### config.mk
export PLATFORM = sky130hd
export DESIGN_NAME = udp_tx_arbiter_flat
export DESIGN_NICKNAME = d
export VERILOG_FILES = /design/src/rtl/udp_tx_arbiter_pkg.sv /design/src/rtl/udp_tx_arbiter_if.sv /design/src/rtl/udp_tx_arbiter_rr_arbiter.sv /design/src/rtl/udp_tx_arbiter.sv /design/src/flat_wrapper.sv
export SDC_FILE = /design/constraint.sdc
export NUM_CORES = 1
export LEC_CHECK = 0
export CAP_MARGIN = 20
export CORE_AREA = 2 2 182 184
export CTS_BUF_LIST = sky130_fd_sc_hd__clkbuf_4
export DETAILED_ROUTE_END_ITERATION = 7
export DIE_AREA = 0 0 184 186
export HOLD_SLACK_MARGIN = 0.06
export PLACE_DENSITY = 0.53
export SLEW_MARGIN = 10
export SYNTH_ARGS = -nofsm -noshare
export SYNTH_HDL_FRONTEND = slang
export SYNTH_SLANG_ARGS = --single-unit
### constraint.sdc
create_clock -name clk -period 3.82 [get_ports clk]
set_input_delay 0.955 -clock clk [delete_from_list [all_inputs] [get_ports clk]]
set_output_delay 0.955 -clock clk [all_outputs]
set_load 0.005 [all_outputs]
### src/rtl/udp_tx_arbiter_pkg.sv
// Shared types and constants for the UDP transmit arbiter.
// Package udp_pkg: FSM state encoding, header sizes, default payload limit.
package udp_pkg;

    typedef enum logic [2:0] {
        S_IDLE,
        S_ARB,
        S_CHECK,
        S_START,
        S_RUN,
        S_DONE
    } state_e;

    localparam int IP_HDR_LEN  = 20;
    localparam int UDP_HDR_LEN = 8;
    localparam int DEF_MAX_LEN = 1472;

    function automatic logic len_bad(input logic [15:0] len,
                                     input int max_len);
        return (len == 16'd0) || (int'(len) > max_len);
    endfunction

endpackage

### src/rtl/udp_tx_arbiter_if.sv
// Handshake and parameter bus between the arbiter and the UDP sender.
// master = arbiter side, slave = sender side.
interface udp_tx_arbiter_if;

    logic [31:0] o_tx_dst_ip;
    logic [15:0] o_tx_dst_port;
    logic [15:0] o_tx_src_port;
    logic [15:0] o_tx_len;
    logic [7:0]  o_tx_data;
    logic        o_tx_enable;
    logic        i_tx_rd;
    logic        i_tx_ready;

    modport master (
        output o_tx_dst_ip, o_tx_dst_port, o_tx_src_port, o_tx_len,
        output o_tx_data, o_tx_enable,
        input  i_tx_rd, i_tx_ready
    );

    modport slave (
        input  o_tx_dst_ip, o_tx_dst_port, o_tx_src_port, o_tx_len,
        input  o_tx_data, o_tx_enable,
        output i_tx_rd, i_tx_ready
    );

endinterface

### src/rtl/udp_tx_arbiter_rr_arbiter.sv
// NCH-wide round-robin arbiter with one-hot grant.
// The priority pointer advances past the winner only when en is high.
module rr_arbiter
    import udp_pkg::*;
#(
    parameter int NCH = 4
) (
    input  logic           clk,
    input  logic           rst,
    input  logic [NCH-1:0] req,
    input  logic           en,
    output logic [NCH-1:0] gnt
);

    localparam int PW = (NCH > 1) ? $clog2(NCH) : 1;

    logic [PW-1:0] ptr_q;
    logic [PW-1:0] ptr_d;
    logic [PW-1:0] idx;
    logic          found;

    always_comb begin
        gnt   = '0;
        ptr_d = ptr_q;
        idx   = '0;
        found = 1'b0;
        for (int i = 0; i < NCH; i++) begin
            idx = PW'((int'(ptr_q) + i) % NCH);
            if (!found && req[idx]) begin
                found    = 1'b1;
                gnt[idx] = 1'b1;
                ptr_d    = PW'((int'(idx) + 1) % NCH);
            end
        end
        if (!en) ptr_d = ptr_q;
    end

    always_ff @(posedge clk) begin
        if (rst) ptr_q <= '0;
        else     ptr_q <= ptr_d;
    end

endmodule

### src/rtl/udp_tx_arbiter.sv
// Multi-channel front end that serialises packet requests onto one UDP sender.
// Define UDP_ARB_TIMEOUT_EN to enable the START/RUN watchdog (o_timeout).
module udp_tx_arbiter
    import udp_pkg::*;
#(
    parameter int NCH         = 4,
    parameter int MAX_LEN     = DEF_MAX_LEN,
    parameter int TIMEOUT_CYC = 4096
) (
    input  logic              clk,
    input  logic              rst,
    input  logic [NCH-1:0]    i_req,
    output logic [NCH-1:0]    o_gnt,
    output logic [NCH-1:0]    o_done,
    output logic              o_drop,
    input  logic [NCH*32-1:0] i_ch_dst_ip,
    input  logic [NCH*16-1:0] i_ch_dst_port,
    input  logic [NCH*16-1:0] i_ch_src_port,
    input  logic [NCH*16-1:0] i_ch_len,
    input  logic [NCH*8-1:0]  i_ch_data,
    output logic [NCH-1:0]    o_ch_rd,
    udp_tx_arbiter_if.master  tx,
    output logic              o_busy,
    output logic              o_timeout
);

    state_e         state_q, state_d;
    logic [NCH-1:0] gnt_q, gnt_d;
    logic [NCH-1:0] done_q, done_d;
    logic           drop_q, drop_d;
    logic           en_q, en_d;
    logic [31:0]    ip_q, ip_d;
    logic [15:0]    dp_q, dp_d;
    logic [15:0]    sp_q, sp_d;
    logic [15:0]    len_q, len_d;

    logic           arb_en;
    logic [NCH-1:0] arb_gnt;
    logic [31:0]    sel_ip;
    logic [15:0]    sel_dp, sel_sp, sel_len;
    logic [7:0]     tx_data;

`ifdef UDP_ARB_TIMEOUT_EN
    localparam int TW = $clog2(TIMEOUT_CYC + 1);
    logic [TW-1:0] cnt_q, cnt_d;
    logic          to_q, to_d;
`else
    logic unused_to;
    assign unused_to = (TIMEOUT_CYC > 0);
`endif

    rr_arbiter #(.NCH(NCH)) u_rr (
        .clk (clk),
        .rst (rst),
        .req (i_req),
        .en  (arb_en),
        .gnt (arb_gnt)
    );

    always_comb begin
        sel_ip  = '0;
        sel_dp  = '0;
        sel_sp  = '0;
        sel_len = '0;
        tx_data = '0;
        for (int k = 0; k < NCH; k++) begin
            if (arb_gnt[k]) begin
                sel_ip  = i_ch_dst_ip[k*32 +: 32];
                sel_dp  = i_ch_dst_port[k*16 +: 16];
                sel_sp  = i_ch_src_port[k*16 +: 16];
                sel_len = i_ch_len[k*16 +: 16];
            end
            if (gnt_q[k]) tx_data = i_ch_data[k*8 +: 8];
        end
    end

    always_comb begin
        state_d = state_q;
        gnt_d   = gnt_q;
        done_d  = '0;
        drop_d  = 1'b0;
        en_d    = en_q;
        ip_d    = ip_q;
        dp_d    = dp_q;
        sp_d    = sp_q;
        len_d   = len_q;
        arb_en  = 1'b0;
`ifdef UDP_ARB_TIMEOUT_EN
        cnt_d   = cnt_q;
        to_d    = to_q;
`endif
        unique case (state_q)
            S_IDLE: begin
                if (|i_req && tx.i_tx_ready) state_d = S_ARB;
            end
            S_ARB: begin
                arb_en = 1'b1;
                // requester vanished since IDLE: nothing to send
                if (|arb_gnt) begin
                    gnt_d   = arb_gnt;
                    ip_d    = sel_ip;
                    dp_d    = sel_dp;
                    sp_d    = sel_sp;
                    len_d   = sel_len;
                    state_d = S_CHECK;
                end else begin
                    state_d = S_IDLE;
                end
            end
            S_CHECK: begin
                if (len_bad(len_q, MAX_LEN)) begin
                    done_d  = gnt_q;
                    drop_d  = 1'b1;
                    state_d = S_DONE;
                end else begin
                    en_d    = 1'b1;
                    state_d = S_START;
`ifdef UDP_ARB_TIMEOUT_EN
                    cnt_d   = '0;
`endif
                end
            end
            S_START: begin
                if (!tx.i_tx_ready) begin
                    en_d    = 1'b0;
                    state_d = S_RUN;
                end
            end
            S_RUN: begin
                if (tx.i_tx_ready) begin
                    done_d  = gnt_q;
                    state_d = S_DONE;
                end
            end
            S_DONE: begin
                gnt_d   = '0;
                state_d = S_IDLE;
            end
            default: state_d = S_IDLE;
        endcase
`ifdef UDP_ARB_TIMEOUT_EN
        if (state_q == S_START || state_q == S_RUN) begin
            cnt_d = cnt_q + TW'(1);
            if (state_d != S_DONE && int'(cnt_d) >= TIMEOUT_CYC) begin
                to_d    = 1'b1;
                en_d    = 1'b0;
                done_d  = gnt_q;
                drop_d  = 1'b1;
                state_d = S_DONE;
            end
        end
`endif
    end

    always_ff @(posedge clk) begin
        if (rst) begin
            state_q <= S_IDLE;
            gnt_q   <= '0;
            done_q  <= '0;
            drop_q  <= 1'b0;
            en_q    <= 1'b0;
            ip_q    <= '0;
            dp_q    <= '0;
            sp_q    <= '0;
            len_q   <= '0;
`ifdef UDP_ARB_TIMEOUT_EN
            cnt_q   <= '0;
            to_q    <= 1'b0;
`endif
        end else begin
            state_q <= state_d;
            gnt_q   <= gnt_d;
            done_q  <= done_d;
            drop_q  <= drop_d;
            en_q    <= en_d;
            ip_q    <= ip_d;
            dp_q    <= dp_d;
            sp_q    <= sp_d;
            len_q   <= len_d;
`ifdef UDP_ARB_TIMEOUT_EN
            cnt_q   <= cnt_d;
            to_q    <= to_d;
`endif
        end
    end

`ifdef UDP_ARB_TIMEOUT_EN
    assign o_timeout = to_q;
`else
    assign o_timeout = 1'b0;
`endif

    assign o_gnt            = gnt_q;
    assign o_done           = done_q;
    assign o_drop           = drop_q;
    assign o_busy           = (state_q != S_IDLE);
    assign o_ch_rd          = gnt_q & {NCH{tx.i_tx_rd}};
    assign tx.o_tx_dst_ip   = ip_q;
    assign tx.o_tx_dst_port = dp_q;
    assign tx.o_tx_src_port = sp_q;
    assign tx.o_tx_len      = len_q;
    assign tx.o_tx_data     = tx_data;
    assign tx.o_tx_enable   = en_q;

endmodule
### src/flat_wrapper.sv
// flat-port wrapper written by rule: the top's interface ports become plain ports
module udp_tx_arbiter_flat import udp_pkg::*;
#(
    parameter int NCH         = 4,
    parameter int MAX_LEN     = DEF_MAX_LEN,
    parameter int TIMEOUT_CYC = 4096
)
  (clk, rst, i_req, o_gnt, o_done, o_drop, i_ch_dst_ip, i_ch_dst_port, i_ch_src_port, i_ch_len, i_ch_data, o_ch_rd, o_busy, o_timeout, tx_o_tx_dst_ip, tx_o_tx_dst_port, tx_o_tx_src_port, tx_o_tx_len, tx_o_tx_data, tx_o_tx_enable, tx_i_tx_rd, tx_i_tx_ready);
  udp_tx_arbiter_if tx_i ();
  input  logic clk;
  input  logic rst;
  input  logic [NCH-1:0] i_req;
  output logic [NCH-1:0] o_gnt;
  output logic [NCH-1:0] o_done;
  output logic o_drop;
  input  logic [NCH*32-1:0] i_ch_dst_ip;
  input  logic [NCH*16-1:0] i_ch_dst_port;
  input  logic [NCH*16-1:0] i_ch_src_port;
  input  logic [NCH*16-1:0] i_ch_len;
  input  logic [NCH*8-1:0] i_ch_data;
  output logic [NCH-1:0] o_ch_rd;
  output logic o_busy;
  output logic o_timeout;
  output wire logic [$bits(tx_i.o_tx_dst_ip)-1:0] tx_o_tx_dst_ip;
  output wire logic [$bits(tx_i.o_tx_dst_port)-1:0] tx_o_tx_dst_port;
  output wire logic [$bits(tx_i.o_tx_src_port)-1:0] tx_o_tx_src_port;
  output wire logic [$bits(tx_i.o_tx_len)-1:0] tx_o_tx_len;
  output wire logic [$bits(tx_i.o_tx_data)-1:0] tx_o_tx_data;
  output wire logic [$bits(tx_i.o_tx_enable)-1:0] tx_o_tx_enable;
  input wire logic [$bits(tx_i.i_tx_rd)-1:0] tx_i_tx_rd;
  input wire logic [$bits(tx_i.i_tx_ready)-1:0] tx_i_tx_ready;
  assign tx_o_tx_dst_ip = tx_i.o_tx_dst_ip;
  assign tx_o_tx_dst_port = tx_i.o_tx_dst_port;
  assign tx_o_tx_src_port = tx_i.o_tx_src_port;
  assign tx_o_tx_len = tx_i.o_tx_len;
  assign tx_o_tx_data = tx_i.o_tx_data;
  assign tx_o_tx_enable = tx_i.o_tx_enable;
  assign tx_i.i_tx_rd = tx_i_tx_rd;
  assign tx_i.i_tx_ready = tx_i_tx_ready;
  udp_tx_arbiter #(.NCH(NCH), .MAX_LEN(MAX_LEN), .TIMEOUT_CYC(TIMEOUT_CYC)) u_core (.clk(clk), .rst(rst), .i_req(i_req), .o_gnt(o_gnt), .o_done(o_done), .o_drop(o_drop), .i_ch_dst_ip(i_ch_dst_ip), .i_ch_dst_port(i_ch_dst_port), .i_ch_src_port(i_ch_src_port), .i_ch_len(i_ch_len), .i_ch_data(i_ch_data), .o_ch_rd(o_ch_rd), .tx(tx_i), .o_busy(o_busy), .o_timeout(o_timeout));
endmodule
==> results.sh, run 1 <==
export IMPL_fp_row_count=66
export IMPL_cts_buffer_depth=2
export IMPL_hold_class="reg -> reg"
export IMPL_leakage_nw=4.43
export IMPL_antenna_found_initial=2
export IMPL_grt_remaining_overflow=0
export IMPL_start_kind="primary input"
export IMPL_regArea_um2=1900
export IMPL_multi_input_comb_area_um2=4590
export IMPL_die_width_um=184
export IMPL_final_min_clock_period_ns=3.55
export IMPL_drc=0
export IMPL_maxSlewViolCount=0
export IMPL_h_tree_depth=3
export IMPL_insertion_delay_ns=0.49
export IMPL_worst_pin_slew_ns=0.847
export IMPL_synth_distinct_cells=44
export IMPL_firstDrtPassIters=5
export IMPL_synthToLayoutAreaGrowth_pct=78.9
export IMPL_wl_per_cell_um=19.0
export IMPL_vias=8586
export IMPL_final_nets=1696
export IMPL_io_pins=464
export IMPL_finalSetupViolCount=0
export IMPL_p_per_area_nw_per_um2=676
export IMPL_cts_tree="built"
export IMPL_grt_pass1_wl_um=48600
export IMPL_drtIter0Drc=371
export IMPL_reg2regPathDepth=11
export IMPL_die_area_um2=34200
export IMPL_crit_type="in -> reg"
export IMPL_track_usage=0.185
export IMPL_synth_cells=903
export IMPL_first_global_vias=8471
export IMPL_period_share=0.929
export IMPL_setup_tns_ns=0
export IMPL_cp_data_required_time_ns=4.17
export IMPL_port_buffers=462
export IMPL_peakVddDrop_mv=0.368
export IMPL_cp_max_fo=87
export IMPL_initial_core_util=0.216
export IMPL_postCtsHoldBufs=0
export IMPL_slew_headroom=0.435
export IMPL_ys_seq_elements=95
export IMPL_instances_no_fill=1745
export IMPL_critPathArrivalTime_ns=3.90
export IMPL_fillers=3318
export IMPL_hold_viol=0
export IMPL_layout_drive_gt1_share=0.121
export IMPL_layout_common_cells="clkdlybuf4s50_1, nor2_1, a21oi_1, nand2_1, dfxtp_1"
export IMPL_finalWirelength_um=33200
export IMPL_fmax_mhz=282
export IMPL_min_path_cells=2
export IMPL_cts_sinks=95
export IMPL_placed_cells=1727
export IMPL_rsz0062_at_grt="no"
export IMPL_core_um2=32200
export IMPL_grt_max_degree=88
export IMPL_place_hpwl_um=25600
export IMPL_utilization=0.386
export IMPL_cts_buffers=9
export IMPL_endpoint_kind="register"
export IMPL_syn_num_nets=1269
export IMPL_whs_ns=0.514
export IMPL_synth_warnings=0
export IMPL_path_clk_slew_ns=0.18
export IMPL_ant_nets=0
export IMPL_status="completed"
export IMPL_vias_per_cell=4.92
export IMPL_maxCapViolCount=0
export IMPL_ys_seq_area_frac=0.274
export IMPL_root_buffer="clkbuf_4"
export IMPL_final_common_cell="clkdlybuf4s50_1"
export IMPL_synth_area_um2=6950
export IMPL_avgSynthCellArea_um2=7.70
export IMPL_gp_congestion=0.845
export IMPL_fp_dieH_um=186
export IMPL_fin_skew_ns=0.0246
cells in the mapped netlist (all sizes together):
cell type  count  share of area
a211o         81           0.10
a21oi         99          0.071
a221o          1         0.0014
a221oi         2         0.0025
a22o           2         0.0025
a22oi         13          0.015
a311oi        80           0.17
a31oi          2         0.0018
a41o           1         0.0014
and2           9         0.0081
and3b          1         0.0013
buf           48          0.043
clkbuf        51          0.028
conb           1        0.00054
dfxtp         95           0.27
ha             6          0.011
inv            4         0.0022
mux2i          1         0.0014
mux4           4          0.013
nand2         96          0.052
nand2b         3         0.0027
nand3         81          0.058
nand3b         4         0.0043
nor2         184          0.099
nor2b          5         0.0056
nor3           2         0.0014
nor4           3         0.0027
nor4b          2         0.0047
o21ai         14          0.010
o21bai         1         0.0011
o22ai          1        0.00090
o2bb2a         1         0.0014
o41a           1         0.0016
or3            2         0.0018
or4            1         0.0011
xnor2          1         0.0013
layer usage:
metal / routed length [um] / track usage / vias up
met4: 1010 / 0.0698 / 0
met2: 16200 / 0.328 / 356
met3: 2740 / 0.0511 / 49
met5: 0 / 0 / -
met1: 13200 / 0.211 / 4018
li1: - / - / 4163
logic make-up after synthesis:
logic type | after synthesis | synth area share
buffers and inverters | 103 | 0.0724
DFF | 95 | 0.274
xor gates and xnor gates | 1 | 0.00126
and+or+nand+nor | 393 | 0.243
muxes | 5 | 0.0144
adders and majority gates | 6 | 0.0108
other | 1 | 0.000539
AOI/OAI and AO/OA | 299 | 0.384
report_power, final:
part | internal, mW | total [mW] | switching (mW)
logic | 2.95 | 6.22 | 3.27
clock network | 0.207 | 0.616 | 0.409
registers | 1.32 | 1.58 | 0.257
area by class of cell:
| cell class | count | area share |
|---|---|---|
| Timing Repair Buffer | 515 | 0.424 |
| Multi-Input combinational cell | 705 | 0.369 |
| Sequential cell | 95 | 0.153 |
| Tap cell | 408 | 0.0410 |
| Clock inverter | 7 | 0.00624 |
| Clock buffer | 9 | 0.00543 |
| Inverter | 4 | 0.00121 |
| Antenna cell | 2 | 0.000402 |
registers in the layout (all words and copies together) (netlist names):
name and cells:
u_core.tx.o_tx_len 16, u_core.o_gnt 4, u_core.tx.o_tx_enable 1, u_core.o_drop 1, u_core.u_rr.ptr_q 2, u_core.o_done 4
u_core.tx.o_tx_src_port 16, u_core.tx.o_tx_dst_ip 32, u_core.tx.o_tx_dst_port 16, u_core.state_q 3
final timing paths:
| path | slack, ns | endpoint | from |
|---|---|---|---|
| max | 0.27 | u_core.tx.o_tx_dst_port[15]$_SDFFE_PP0P_ | i_req[0] |
| min | 0.51 | u_core.tx.o_tx_enable$_SDFFE_PP0P_ | u_core.tx.o_tx_enable$_SDFFE_PP0P_ |
| min reg2reg | 0.51 | u_core.tx.o_tx_enable$_SDFFE_PP0P_ | u_core.tx.o_tx_enable$_SDFFE_PP0P_ |
| max reg2reg | 0.40 | u_core.tx.o_tx_dst_port[15]$_SDFFE_PP0P_ | u_core.u_rr.ptr_q[0]$_SDFFE_PP0P_ |
through the flow:
stage	total power, mW	cell area [um2]	setup WS [ns]
final	8.41	12400	0.272
after global routing	9.10	12400	0.151
after CTS	8.55	12400	0.128
after detailed placement	7.89	12300	-0.207
after global placement	7.89	12300	-0.155
after floorplan	5.11	6950	0.469
worst max-delay path, cell delays in order:
cell	delay (ns)
clkdlybuf4s50_1	0.44
buf_4	0.15
mux4_2	0.54
buf_4	0.20
a221oi_1	0.22
buf_4	0.17
o21ai_4	0.08
o41a_2	0.54
buf_12	0.24
nor2_1	0.20
a311oi_2	0.06
timing repair:
item / 4_1_cts / 5_1_grt
buffers inserted: 0 / 0
gates resized for setup: 0 / 1
setup endpoints to repair: 0 / 4
No activity file was read; power rests on OpenSTA's default activity.
==> run 2: changes to the inputs <==
GPL_TIMING_DRIVEN = 0   (was unset)
==> results.sh, run 2 (synthesis gave the netlist of run 1 again) <==
export IMPL_fmax_mhz=272
export IMPL_postCtsHoldBufs=0
export IMPL_path_clk_slew_ns=0.17
export IMPL_drc=0
export IMPL_final_common_cell="clkdlybuf4s50_1"
export IMPL_vias=8853
export IMPL_cts_buffer_depth=2
export IMPL_worst_pin_slew_ns=0.978
export IMPL_leakage_nw=4.43
export IMPL_placed_cells=1773
export IMPL_finalSetupViolCount=0
export IMPL_wl_per_cell_um=20.6
export IMPL_grt_busiest_layer="met2"
export IMPL_grt_pass1_wl_um=53000
export IMPL_critPathArrivalTime_ns=4.09
export IMPL_rsz0062_at_grt="yes"
export IMPL_drtIter0Drc=391
export IMPL_cp_max_fo=10
export IMPL_gr_usage_met2=0.366
export IMPL_status="completed"
export IMPL_total_power_mw=8.22
export IMPL_gp_congestion=0.867
export IMPL_hold_class="reg -> reg"
export IMPL_first_global_vias=8690
export IMPL_fillers=3370
export IMPL_io_pins=464
export IMPL_track_usage=0.204
export IMPL_start_kind="primary input"
export IMPL_slew_headroom=0.348
export IMPL_cts_tree="built"
export IMPL_cts_sinks=95
export IMPL_insertion_delay_ns=0.48
export IMPL_whs_ns=0.512
export IMPL_synthToLayoutAreaGrowth_pct=77.0
export IMPL_cts_buffers=9
export IMPL_finalWirelength_um=36900
export IMPL_antenna_found_initial=1
export IMPL_h_tree_depth=3
export IMPL_vias_per_cell=4.94
export IMPL_final_nets=1744
export IMPL_met3_usage=0.0542
export IMPL_fp_row_count=66
export IMPL_fin_skew_ns=0.0243
export IMPL_utilization=0.382
export IMPL_period_share=0.964
export IMPL_root_buffer="clkbuf_4"
export IMPL_largest_reg_flops=32
export IMPL_finalWorstSetupSlack_ns=0.138
export IMPL_p_per_area_nw_per_um2=668
export IMPL_final_min_clock_period_ns=3.68
export IMPL_layout_drive_gt1_share=0.128
export IMPL_cp_data_required_time_ns=4.23
export IMPL_port_buffers=461
export IMPL_firstDrtPassIters=5
export IMPL_crit_type="in -> reg"
export IMPL_hold_viol=0
export IMPL_grt_max_degree=16
export IMPL_fp_dieH_um=186
export IMPL_grt_util_met1=0.243
export IMPL_initial_core_util=0.216
export IMPL_place_hpwl_um=28900
export IMPL_ant_nets=0
export IMPL_die_width_um=184
export IMPL_die_area_um2=34200
export IMPL_peakVddDrop_mv=0.202
export IMPL_endpoint_kind="register"
export IMPL_pre_cts_slack_ns=-0.722
export IMPL_instances_no_fill=1792
export IMPL_layout_common_cells="clkdlybuf4s50_1, nor2_1, a21oi_1, nand2_1, dfxtp_1"
export IMPL_grt_remaining_overflow=0
export IMPL_maxSlewViolCount=0
export IMPL_core_um2=32200
export IMPL_maxCapViolCount=0
## run 2: path summary, 6_finish.rpt
| check | startpoint | endpoint | slack (ns) | cells past startpoint |
|---|---|---|---|---|
| setup / recovery | i_req[2] | u_core.tx.o_tx_dst_port[5]$_SDFFE_PP0P_ | 0.14 | 10 |
| hold / removal | u_core.tx.o_tx_src_port[2]$_SDFFE_PP0P_ | u_core.tx.o_tx_src_port[2]$_SDFFE_PP0P_ | 0.51 | 2 |
| setup reg to reg | u_core.u_rr.ptr_q[0]$_SDFFE_PP0P_ | u_core.tx.o_tx_dst_port[5]$_SDFFE_PP0P_ | 0.17 | 10 |
| hold reg to reg | u_core.tx.o_tx_src_port[2]$_SDFFE_PP0P_ | u_core.tx.o_tx_src_port[2]$_SDFFE_PP0P_ | 0.51 | 2 |
## run 2: power by group
group / switching [mW] / leakage, nW / internal (mW)
logic: 3.39 / 3.58 / 2.68
clock network: 0.392 / 0.0677 / 0.204
registers: 0.231 / 0.779 / 1.32
## run 2: stage by stage
stage          area, um2  setup TNS [ns]
6_report           12300               0
5_1_grt            12300         -0.0240
4_1_cts            12300               0
3_5_place_dp       12100          -51.58
3_3_place_gp       12100         -101.98
2_1_floorplan       6950               0
## run 2: layout make-up
class | instances | area [um2] | area share
Clock buffer | 10 | 75.1 | 0.00610
Tap cell | 408 | 510 | 0.0415
Antenna cell | 1 | 2.50 | 0.000203
Inverter | 4 | 15.0 | 0.00122
Timing Repair Buffer | 466 | 4660 | 0.379
Clock inverter | 6 | 61.3 | 0.00498
Multi-Input combinational cell | 705 | 4550 | 0.370
Sequential cell | 95 | 1900 | 0.155
Buffer | 97 | 526 | 0.0427
## run 2: repair_timing
| item | in CTS | in global routing |
|---|---|---|
| setup endpoints to repair | 85 | 83 |
| pin swaps | 1 | 1 |
| resized for setup | 21 | 20 |
| endpoints found under the hold margin | 0 | 0 |
| buffers inserted | 2 | 2 |
## run 2: per-layer routing
| metal | share of wire | wire length (um) |
|---|---|---|
| met1 | 0.41 | 15200 |
| met2 | 0.49 | 18200 |
| met3 | 0.081 | 2990 |
| met4 | 0.015 | 545 |
| met5 | 0 | 0 |
## run 2: worst max-delay path, cell delays in order
cell and delay, ns:
clkdlybuf4s50_1 0.51, mux4_2 0.57, buf_2 0.21, a21oi_1 0.13
a22o_1 0.15, and2_2 0.38, clkbuf_1 0.45, nand3_1 0.18
a211o_1 0.33, a311oi_2 0.23
